===== config.mk =====
export PLATFORM = sky130hd
export DESIGN_NAME = priority_encoder_serial
export DESIGN_NICKNAME = d
export VERILOG_FILES = /design/src/rtl/enc_pkg.sv /design/src/rtl/priority_encoder_serial_pick.sv /design/src/rtl/priority_encoder_serial.sv
export SDC_FILE = /design/constraint.sdc
export NUM_CORES = 1
export LEC_CHECK = 0
export ABC_AREA = 1
export BUFFER_PORTS_ARGS = -buffer_cell sky130_fd_sc_hd__clkbuf_2
export CORE_MARGIN = 2
export CORE_UTILIZATION = 30
export CTS_BUF_LIST = sky130_fd_sc_hd__clkbuf_4 sky130_fd_sc_hd__clkbuf_8
export CTS_CLUSTER_SIZE = 10
export DETAILED_ROUTE_END_ITERATION = 10
export SYNTH_ARGS = -nofsm -noshare
export SYNTH_HDL_FRONTEND = slang
export SYNTH_SLANG_ARGS = --single-unit
export TNS_END_PERCENT = 20

===== constraint.sdc =====
create_clock -name clk -period 1.6 [get_ports clk]
set_clock_uncertainty 0.15 [all_clocks]
set_input_delay 0.24 -clock clk [delete_from_list [all_inputs] [get_ports clk]]
set_output_delay 0.24 -clock clk [all_outputs]
set_load 0.01 [all_outputs]

===== src/rtl/enc_pkg.sv =====
// Shared types and helpers for the serial priority encoder.
// Build option: define ENC_MSB_FIRST_EN to pick from the highest index down.
package enc_pkg;

  // Default index width; the vector is 2**ENC_W bits wide.
  localparam int ENC_W = 3;

  // Widest vector the one-hot helper can describe (index width up to 8).
  localparam int ENC_MAX_N = 256;

  typedef enum logic {
    IDLE = 1'b0,
    EMIT = 1'b1
  } state_t;

  // One-hot mask with only bit idx set; callers size-cast to their own width.
  function automatic logic [ENC_MAX_N-1:0] enc_onehot(input logic [31:0] idx);
    return ENC_MAX_N'(1) << idx;
  endfunction

endpackage


===== src/rtl/priority_encoder_serial_pick.sv =====
// Combinational find-first over 2**W bits.
// Build option: ENC_MSB_FIRST_EN selects the highest set bit, otherwise the lowest.
module priority_pick #(
  parameter int W = 3
) (
  input  logic [2**W-1:0] vec,
  output logic [W-1:0]    idx,
  output logic            nz
);

  localparam int N = 2**W;

  // Bit-reversing the scan vector lets one lowest-first search serve both orders.
  logic [N-1:0] scan;
  logic [W-1:0] found;

  genvar gi;
  generate
    for (gi = 0; gi < N; gi++) begin : g_scan
`ifdef ENC_MSB_FIRST_EN
      assign scan[gi] = vec[N-1-gi];
`else
      assign scan[gi] = vec[gi];
`endif
    end
  endgenerate

  // Lowest set bit of the scan vector; later (lower) hits overwrite earlier ones.
  always_comb begin
    found = '0;
    for (int i = N - 1; i >= 0; i--) begin
      if (scan[i]) found = W'(i);
    end
  end

`ifdef ENC_MSB_FIRST_EN
  // Map the reversed position back to the original bit index (N-1-found).
  assign idx = ~found;
`else
  assign idx = found;
`endif

  assign nz = |vec;

endmodule


===== src/rtl/priority_encoder_serial.sv =====
// Serial 8-to-3 encoder: accepts a code vector and emits the index of every
// set bit, one per output beat, in priority order.
// Build option: ENC_MSB_FIRST_EN emits bit N-1 first instead of bit 0.
module priority_encoder_serial
  import enc_pkg::*;
#(
  parameter int W = ENC_W
) (
  input  logic            clk,
  input  logic            rst_n,
  input  logic            en,
  input  logic [2**W-1:0] bcode,
  input  logic            in_valid,
  output logic            in_ready,
  output logic [W-1:0]    a,
  output logic            out_valid,
  input  logic            out_ready,
  output logic            last,
  output logic            zero
);

  localparam int N = 2**W;

  state_t         state_reg, state_next;
  logic [N-1:0]   pending_reg, pending_next;
  logic [W-1:0]   a_reg, a_next;
  logic           out_valid_reg, out_valid_next;
  logic           last_reg, last_next;
  logic           zero_reg, zero_next;

  logic [N-1:0]   pick_src;
  logic [W-1:0]   pick_idx;
  logic           pick_nz;
  logic [N-1:0]   pick_rem;

  // A single picker serves both the first beat (fresh vector) and the drain.
  assign pick_src = (state_reg == IDLE) ? bcode : pending_reg;

  priority_pick #(.W(W)) u_pick (
    .vec (pick_src),
    .idx (pick_idx),
    .nz  (pick_nz)
  );

  // Vector left over once the picked bit has been emitted.
  assign pick_rem = pick_src & ~N'(enc_onehot(32'(pick_idx)));

  assign in_ready  = (state_reg == IDLE) && en;
  assign a         = a_reg;
  assign out_valid = out_valid_reg;
  assign last      = last_reg;
  assign zero      = zero_reg;

  // State and output registers with synchronous active-low reset.
  always_ff @(posedge clk) begin
    if (!rst_n) begin
      state_reg     <= IDLE;
      pending_reg   <= '0;
      a_reg         <= '0;
      out_valid_reg <= 1'b0;
      last_reg      <= 1'b0;
      zero_reg      <= 1'b0;
    end else begin
      state_reg     <= state_next;
      pending_reg   <= pending_next;
      a_reg         <= a_next;
      out_valid_reg <= out_valid_next;
      last_reg      <= last_next;
      zero_reg      <= zero_next;
    end
  end

  // Next-state logic: accept in IDLE, advance one index per handshake in EMIT.
  always_comb begin
    state_next     = state_reg;
    pending_next   = pending_reg;
    a_next         = a_reg;
    out_valid_next = out_valid_reg;
    last_next      = last_reg;
    zero_next      = 1'b0;

    unique case (state_reg)
      IDLE: begin
        if (in_valid && in_ready) begin
          if (pick_nz) begin
            a_next         = pick_idx;
            pending_next   = pick_rem;
            last_next      = (pick_rem == '0);
            out_valid_next = 1'b1;
            state_next     = EMIT;
          end else begin
            zero_next = 1'b1;
          end
        end
      end
      EMIT: begin
        // Without a handshake everything holds so a stalled beat never changes.
        if (out_valid_reg && out_ready) begin
          if (pending_reg != '0) begin
            a_next       = pick_idx;
            pending_next = pick_rem;
            last_next    = (pick_rem == '0);
          end else begin
            out_valid_next = 1'b0;
            last_next      = 1'b0;
            state_next     = IDLE;
          end
        end
      end
      default: state_next = IDLE;
    endcase
  end

endmodule


# Yosys cells after proc, flatten, opt, wreduce, memory -nomap -nowiden
# Index checks and enable logic that the tools add are counted.
# word_totals
reg_bits	15
in_bits	13
wordCells	62
# classes
reduce_logical	10
n_mux	35
bitwise	5
eq_ne	5
shift	1
# op_table
operator	n
two-way mux 8 bit	5
two-way mux 3 bit	12
case mux 8 bit (2 select lines)	1
two-way mux 1 bit	13
bitwise AND 8 bit	1
logical NOT 8 bit	1
NOT 8 bit	1
AND reduction 4 bit	2
nonzero test 8 bit	1
OR reduction 8 bit	1
left shift 1 x 3 -> 8 bit, first input constant	1
!= test 2 x 1 -> 1 bit, second input constant	3
case mux 1 bit (2 select lines)	3
case mux 3 bit (2 select lines)	1
!= test 2 bit, second input constant	2
logical AND 1 bit	3
NOT 1 bit	3
AND reduction 3 bit	1
OR reduction 3 bit	1

# Logic depth before layout (Yosys ltp)
# logic_depth
depth_word	16
mapped_depth	15

# Cells and area by module
# Synthesis repeated with hierarchy kept, for this count alone.
# unflattened
cells_unflattened	153
area_unflattened_um2	960.9
# by_module_without_submodules
mod	cells_each	area_each_um2	n_inst
priority_encoder_serial	131	862.1	1
priority_pick	22	98.8	1

# Worst setup path after synthesis
# Ideal clock, no wire load.
# synth_path
path_kind	register to register
start	register state_reg
end	register pending_reg[4]
path_stages_with_launch	16
arrival_ns	1.482
path_buffers	2
slack_ns	-0.150
synth_period_minus_slack_ns	1.750
setup_time_ns	0.118
required_ns	1.332
path_cell_list	dfxtp_1 -> inv_2 -> buf_6 -> nand2_2 -> nand2_2 -> nor2_2 -> nand2_2 -> inv_2 -> nand2_2 -> nand2_4 -> nand2_4 -> nand3_4 -> inv_2 -> buf_6 -> o21ai_1 -> nor2_1
# synth_via
elab_chain_len	15
elab_cells_between_ends	26
cone_classes	eq/ne (4); shift (1); mux (14); bitwise (3); reduce/logical (4)
# synth_rtl
element	line	text
start: declaration	priority_encoder_serial.sv:24	state_t state_reg, state_next;
start signal: assignment	priority_encoder_serial.sv:64	state_reg <= state_next;
two-way mux 8 bit	priority_encoder_serial.sv:37	assign pick_src = (state_reg == IDLE) ? bcode : pending_reg;
two-way mux 3 bit (8 in a row)	priority_encoder_serial_pick.sv:32	if (scan[i]) found = W'(i);
left shift 1 x 3 -> 8 bit	enc_pkg.sv:18	return ENC_MAX_N'(1) << idx;
NOT 8 bit	priority_encoder_serial.sv:46	assign pick_rem = pick_src & ~N'(enc_onehot(32'(pick_idx)));
bitwise AND 8 bit	priority_encoder_serial.sv:46	
two-way mux 8 bit (on tied branches)	priority_encoder_serial.sv:99, priority_encoder_serial.sv:85	
two-way mux 8 bit (on tied branches)	priority_encoder_serial.sv:98, priority_encoder_serial.sv:84	
case mux 8 bit (2 select lines)	priority_encoder_serial.sv:82	unique case (state_reg)
end signal: assignment	priority_encoder_serial.sv:65	pending_reg <= pending_next;
end: declaration	priority_encoder_serial.sv:25	logic [N-1:0] pending_reg, pending_next;
# Parallel ways exist; a longest one is shown, timed or not. The select of a mux whose other input is x is not followed.
# A chain may end at the register's enable or synchronous reset.

# Final worst setup path
# layout_path
start	register state_reg
end	register a_reg[1] (netlist: a[1])
# layout_via
elab_chain_len	12
elab_cells_between_ends	23
cone_classes	eq/ne (4); mux (14); bitwise (1); reduce/logical (4)
# layout_rtl
element	line	text
two-way mux 8 bit	priority_encoder_serial.sv:37	
two-way mux 3 bit (8 in a row)	priority_encoder_serial_pick.sv:32	
two-way mux 3 bit (on tied branches)	priority_encoder_serial.sv:99, priority_encoder_serial.sv:85	
two-way mux 3 bit (on tied branches)	priority_encoder_serial.sv:98, priority_encoder_serial.sv:84	
case mux 3 bit (2 select lines)	priority_encoder_serial.sv:82	
end signal: assignment	priority_encoder_serial.sv:66	a_reg <= a_next;
end: declaration	priority_encoder_serial.sv:26	logic [W-1:0] a_reg, a_next;
# Parallel ways exist; a longest one is shown, timed or not. The select of a mux whose other input is x is not followed.

==> results by group <==
Run status
  – Outcome: finished with violations
  – Failing checks: negative setup slack

STA
  – Unrepaired setup endpoints after global routing: true
  – Period minus WS final: 1.83 ns
  – Worst-Margin Slew: 0.304 ns
  – Max-slew headroom: 0.797
  – Slew Viols, Final: 0
  – # setup viols final: 13
  – Final Hold Fails: 0
  – Final Cycle Share: 1.14
  – Setup WS post-layout: -0.230 ns
  – Fmax achieved: 547 MHz

Clock network
  – Clk buf depth: 2
  – CTS clk-pin slew, worst paths: ~0.10 ns
  – CTS H-tree depth: 1
  – Num CTS Buffers: 3
  – Clk sinks: 15
  – Root Buffer: clkbuf_4
  – Worst skew pair latency: 0.28 ns
  – CTS tree: built

Critical path
  – Slowest-stage cell, CP: dfxtp_4
  – Critical-path cell list: buf_8 -> nand2_1 -> nand2_2 -> inv_2 -> nand2_2 -> nor2_4 -> nand2_4 -> nand2_4 -> nand2_4 -> nand3_4 -> buf_6 -> nand2_1 -> a21oi_2
  – CP peak stage delay: ~0.38 ns
  – CP max FO: 9
  – Req. time, crit path: 1.68 ns
  – Most common cell on crit path: nand2_4
  – Startpoint types: flop
  – Critical path arrival: 1.91 ns
  – Critical path capture point type: flop
  – CP Class: flop to flop
  – Reg2Reg Depth: 13

Power
  – Peak supply drop: ~0.39 mV
  – Leakage: 0.764 nW
  – Pwr Density: 766 nW/um2

Die
  – Core Region: 3000 um2
  – Starting Density: 0.308
  – I/O Pins: 20
  – Cell Rows: 20
  – Die X: 59.5 um
  – Die height: roughly 60 um
  – Die area: roughly 3500 um2

Synth
  – Synth Instances: 146
  – Yosys reg bits: 15
  – Yosys cell types: 23
  – Avg Synthesized Cell Area: roughly 6.3 um2
  – Ys Warns: 0
  – Post-synthesis net count: 159
  – Sequential share of the synthesized area: 0.325
  – Synthesized area: 925 um2

Placed design
  – # port buffers: 19
  – DP Area: 1280 um2
  – Routability congestion estimate: ~0.85
  – Final HPWL from detailed placement: a little under 2000 um

Global route
  – GRT Overall Usage: 0.157
  – Largest net degree at the start of global routing: 14
  – Vias in the first global route: 955
  – Total gr overflow: 0
  – First-pass GRT wire length: 4170 um
  – Initial antenna violation count: 0

Finish
  – Nets: 219
  – Post-layout util: 0.495
  – Area Overhead vs Synth: 60.8%
  – Cell area after layout: approximately 1500 um2
  – Fillers: 295
  – Share of layout cells above drive strength 1: 0.522
  – Diode count: 0
  – Number of flip-flops in the largest register: 8

Run
  – Max-Cap Viols: 0

Route
  – Final WL: ~2700 um
  – Antenna Nets Post-Route: 0
  – Router iterations before antenna repair: 4
  – DR vias: 1071
  – DR iter-0 viols: 28
  – Drt via density: approximately 4.5
  – Drt wl/cell: 11.4 um
  – DRC Markers: 0

Min path
  – HP Class: input port to flop
  – WHS Path Cells: 2
-- metrics by stage --
step | worst slack [ns] | hold WS, ns | power [W] | TNS [ns] | instances
after global placement | -0.195 | 0.309 | 0.000836 | -2.07 | 227
after CTS | -0.158 | 0.0112 | 0.00107 | -1.68 | 233
final | -0.230 | 0.0288 | 0.00114 | -2.48 | 238
after detailed placement | -0.216 | 0.312 | 0.000834 | -2.20 | 227
after global routing | -0.335 | 0.00438 | 0.00122 | -3.86 | 238
after floorplan | -0.116 | 0.209 | 0.000654 | -0.684 | 146
-- placed cells by master (no fill, tap or decap), drive strengths merged --
| cell | count |
|---|---|
| a211oi | 1 |
| a21oi | 14 |
| a41oi | 1 |
| buf | 38 |
| clkbuf | 22 |
| clkinv | 1 |
| dfxtp | 15 |
| inv | 25 |
| nand2 | 55 |
| nand3 | 6 |
| nand3b | 1 |
| nand4 | 2 |
| nor2 | 14 |
| nor3 | 2 |
| o21ai | 7 |
| or2 | 1 |
-- per-layer routing --
layer / up-vias / global-route usage / share of wire
li1: 575 / - / -
met2: 9 / 0.232 / 0.50
met5: - / 0 / 0
met3: 2 / 0.0197 / 0.013
met1: 485 / 0.232 / 0.48
met4: 0 / 0.0571 / 0.0088
-- worst max-delay path, delay by kind of cell (launching register included) --
kind,cells,cell delay (ns)
and+or+nand+nor,9,0.79
buffers and inverters,3,0.36
AOI/OAI and AO/OA,1,0.10
DFF,1,0.38
-- report_power, final --
group          switching [W]  internal, W  total [W]
Clock               0.000119    0.0000927   0.000212
Sequential         0.0000233     0.000405   0.000429
Combinational       0.000264     0.000234   0.000498
-- timing repair --
| action | CTS | global route |
|---|---|---|
| gates cloned | 0 | 1 |
| pin swaps | 4 | 18 |
| buffers inserted | 2 | 4 |
| resized for setup | 14 | 31 |
| setup endpoints to repair | 14 | 15 |
| hold buffers | 0 | 0 |
-- final timing paths --
| check | startpoint | end | slack [ns] |
|---|---|---|---|
| hold / removal | out_ready | state_reg$_SDFF_PN0_ | 0.03 |
| setup reg to reg | state_reg$_SDFF_PN0_ | a[1]$_SDFFE_PN0P_ | -0.23 |
| hold reg to reg | a[2]$_SDFFE_PN0P_ | a[2]$_SDFFE_PN0P_ | 0.31 |
| setup / recovery | state_reg$_SDFF_PN0_ | a[1]$_SDFFE_PN0P_ | -0.23 |
-- cells in the mapped netlist --
cell | n | area share
nor3_1 | 1 | 0.0054
inv_2 | 3 | 0.012
dfxtp_1 | 15 | 0.32
nand3_1 | 5 | 0.027
a21oi_1 | 14 | 0.076
nand2_4 | 2 | 0.024
o21ai_0 | 5 | 0.027
a41oi_1 | 1 | 0.0095
nand2_2 | 6 | 0.041
nand4_1 | 2 | 0.014
nand3_4 | 1 | 0.019
nor2_1 | 12 | 0.049
nor2_4 | 1 | 0.012
nor3_2 | 1 | 0.011
nand3b_1 | 1 | 0.0081
nor2_2 | 1 | 0.0068
inv_1 | 21 | 0.085
buf_6 | 2 | 0.024
buf_4 | 1 | 0.0081
o21ai_1 | 2 | 0.011
nand2_1 | 47 | 0.19
or2_2 | 1 | 0.0068
a211oi_1 | 1 | 0.0081
-- layout make-up --
cell class	instances	area, um2	share of cell area
multi-input combinational	104	613	0.412
tap	33	41.3	0.0278
inverter	24	103	0.0690
timing repair buffer	57	392	0.263
clock buffer	3	22.5	0.0152
timing repair inverter	1	6.26	0.00421
clock inverter	1	5.00	0.00337
sequential	15	304	0.205
-- logic make-up (layout without fill, tap and decap cells) --
| logic type | Yosys count | count (layout) | synth area share |
|---|---|---|---|
| flip-flops | 15 | 15 | 0.325 |
| AND/OR/NAND/NOR | 81 | 81 | 0.414 |
| AO/OA/AOI/OAI | 23 | 23 | 0.131 |
| buffers and inverters | 27 | 86 | 0.130 |
(Power assumes the default switching activity.)
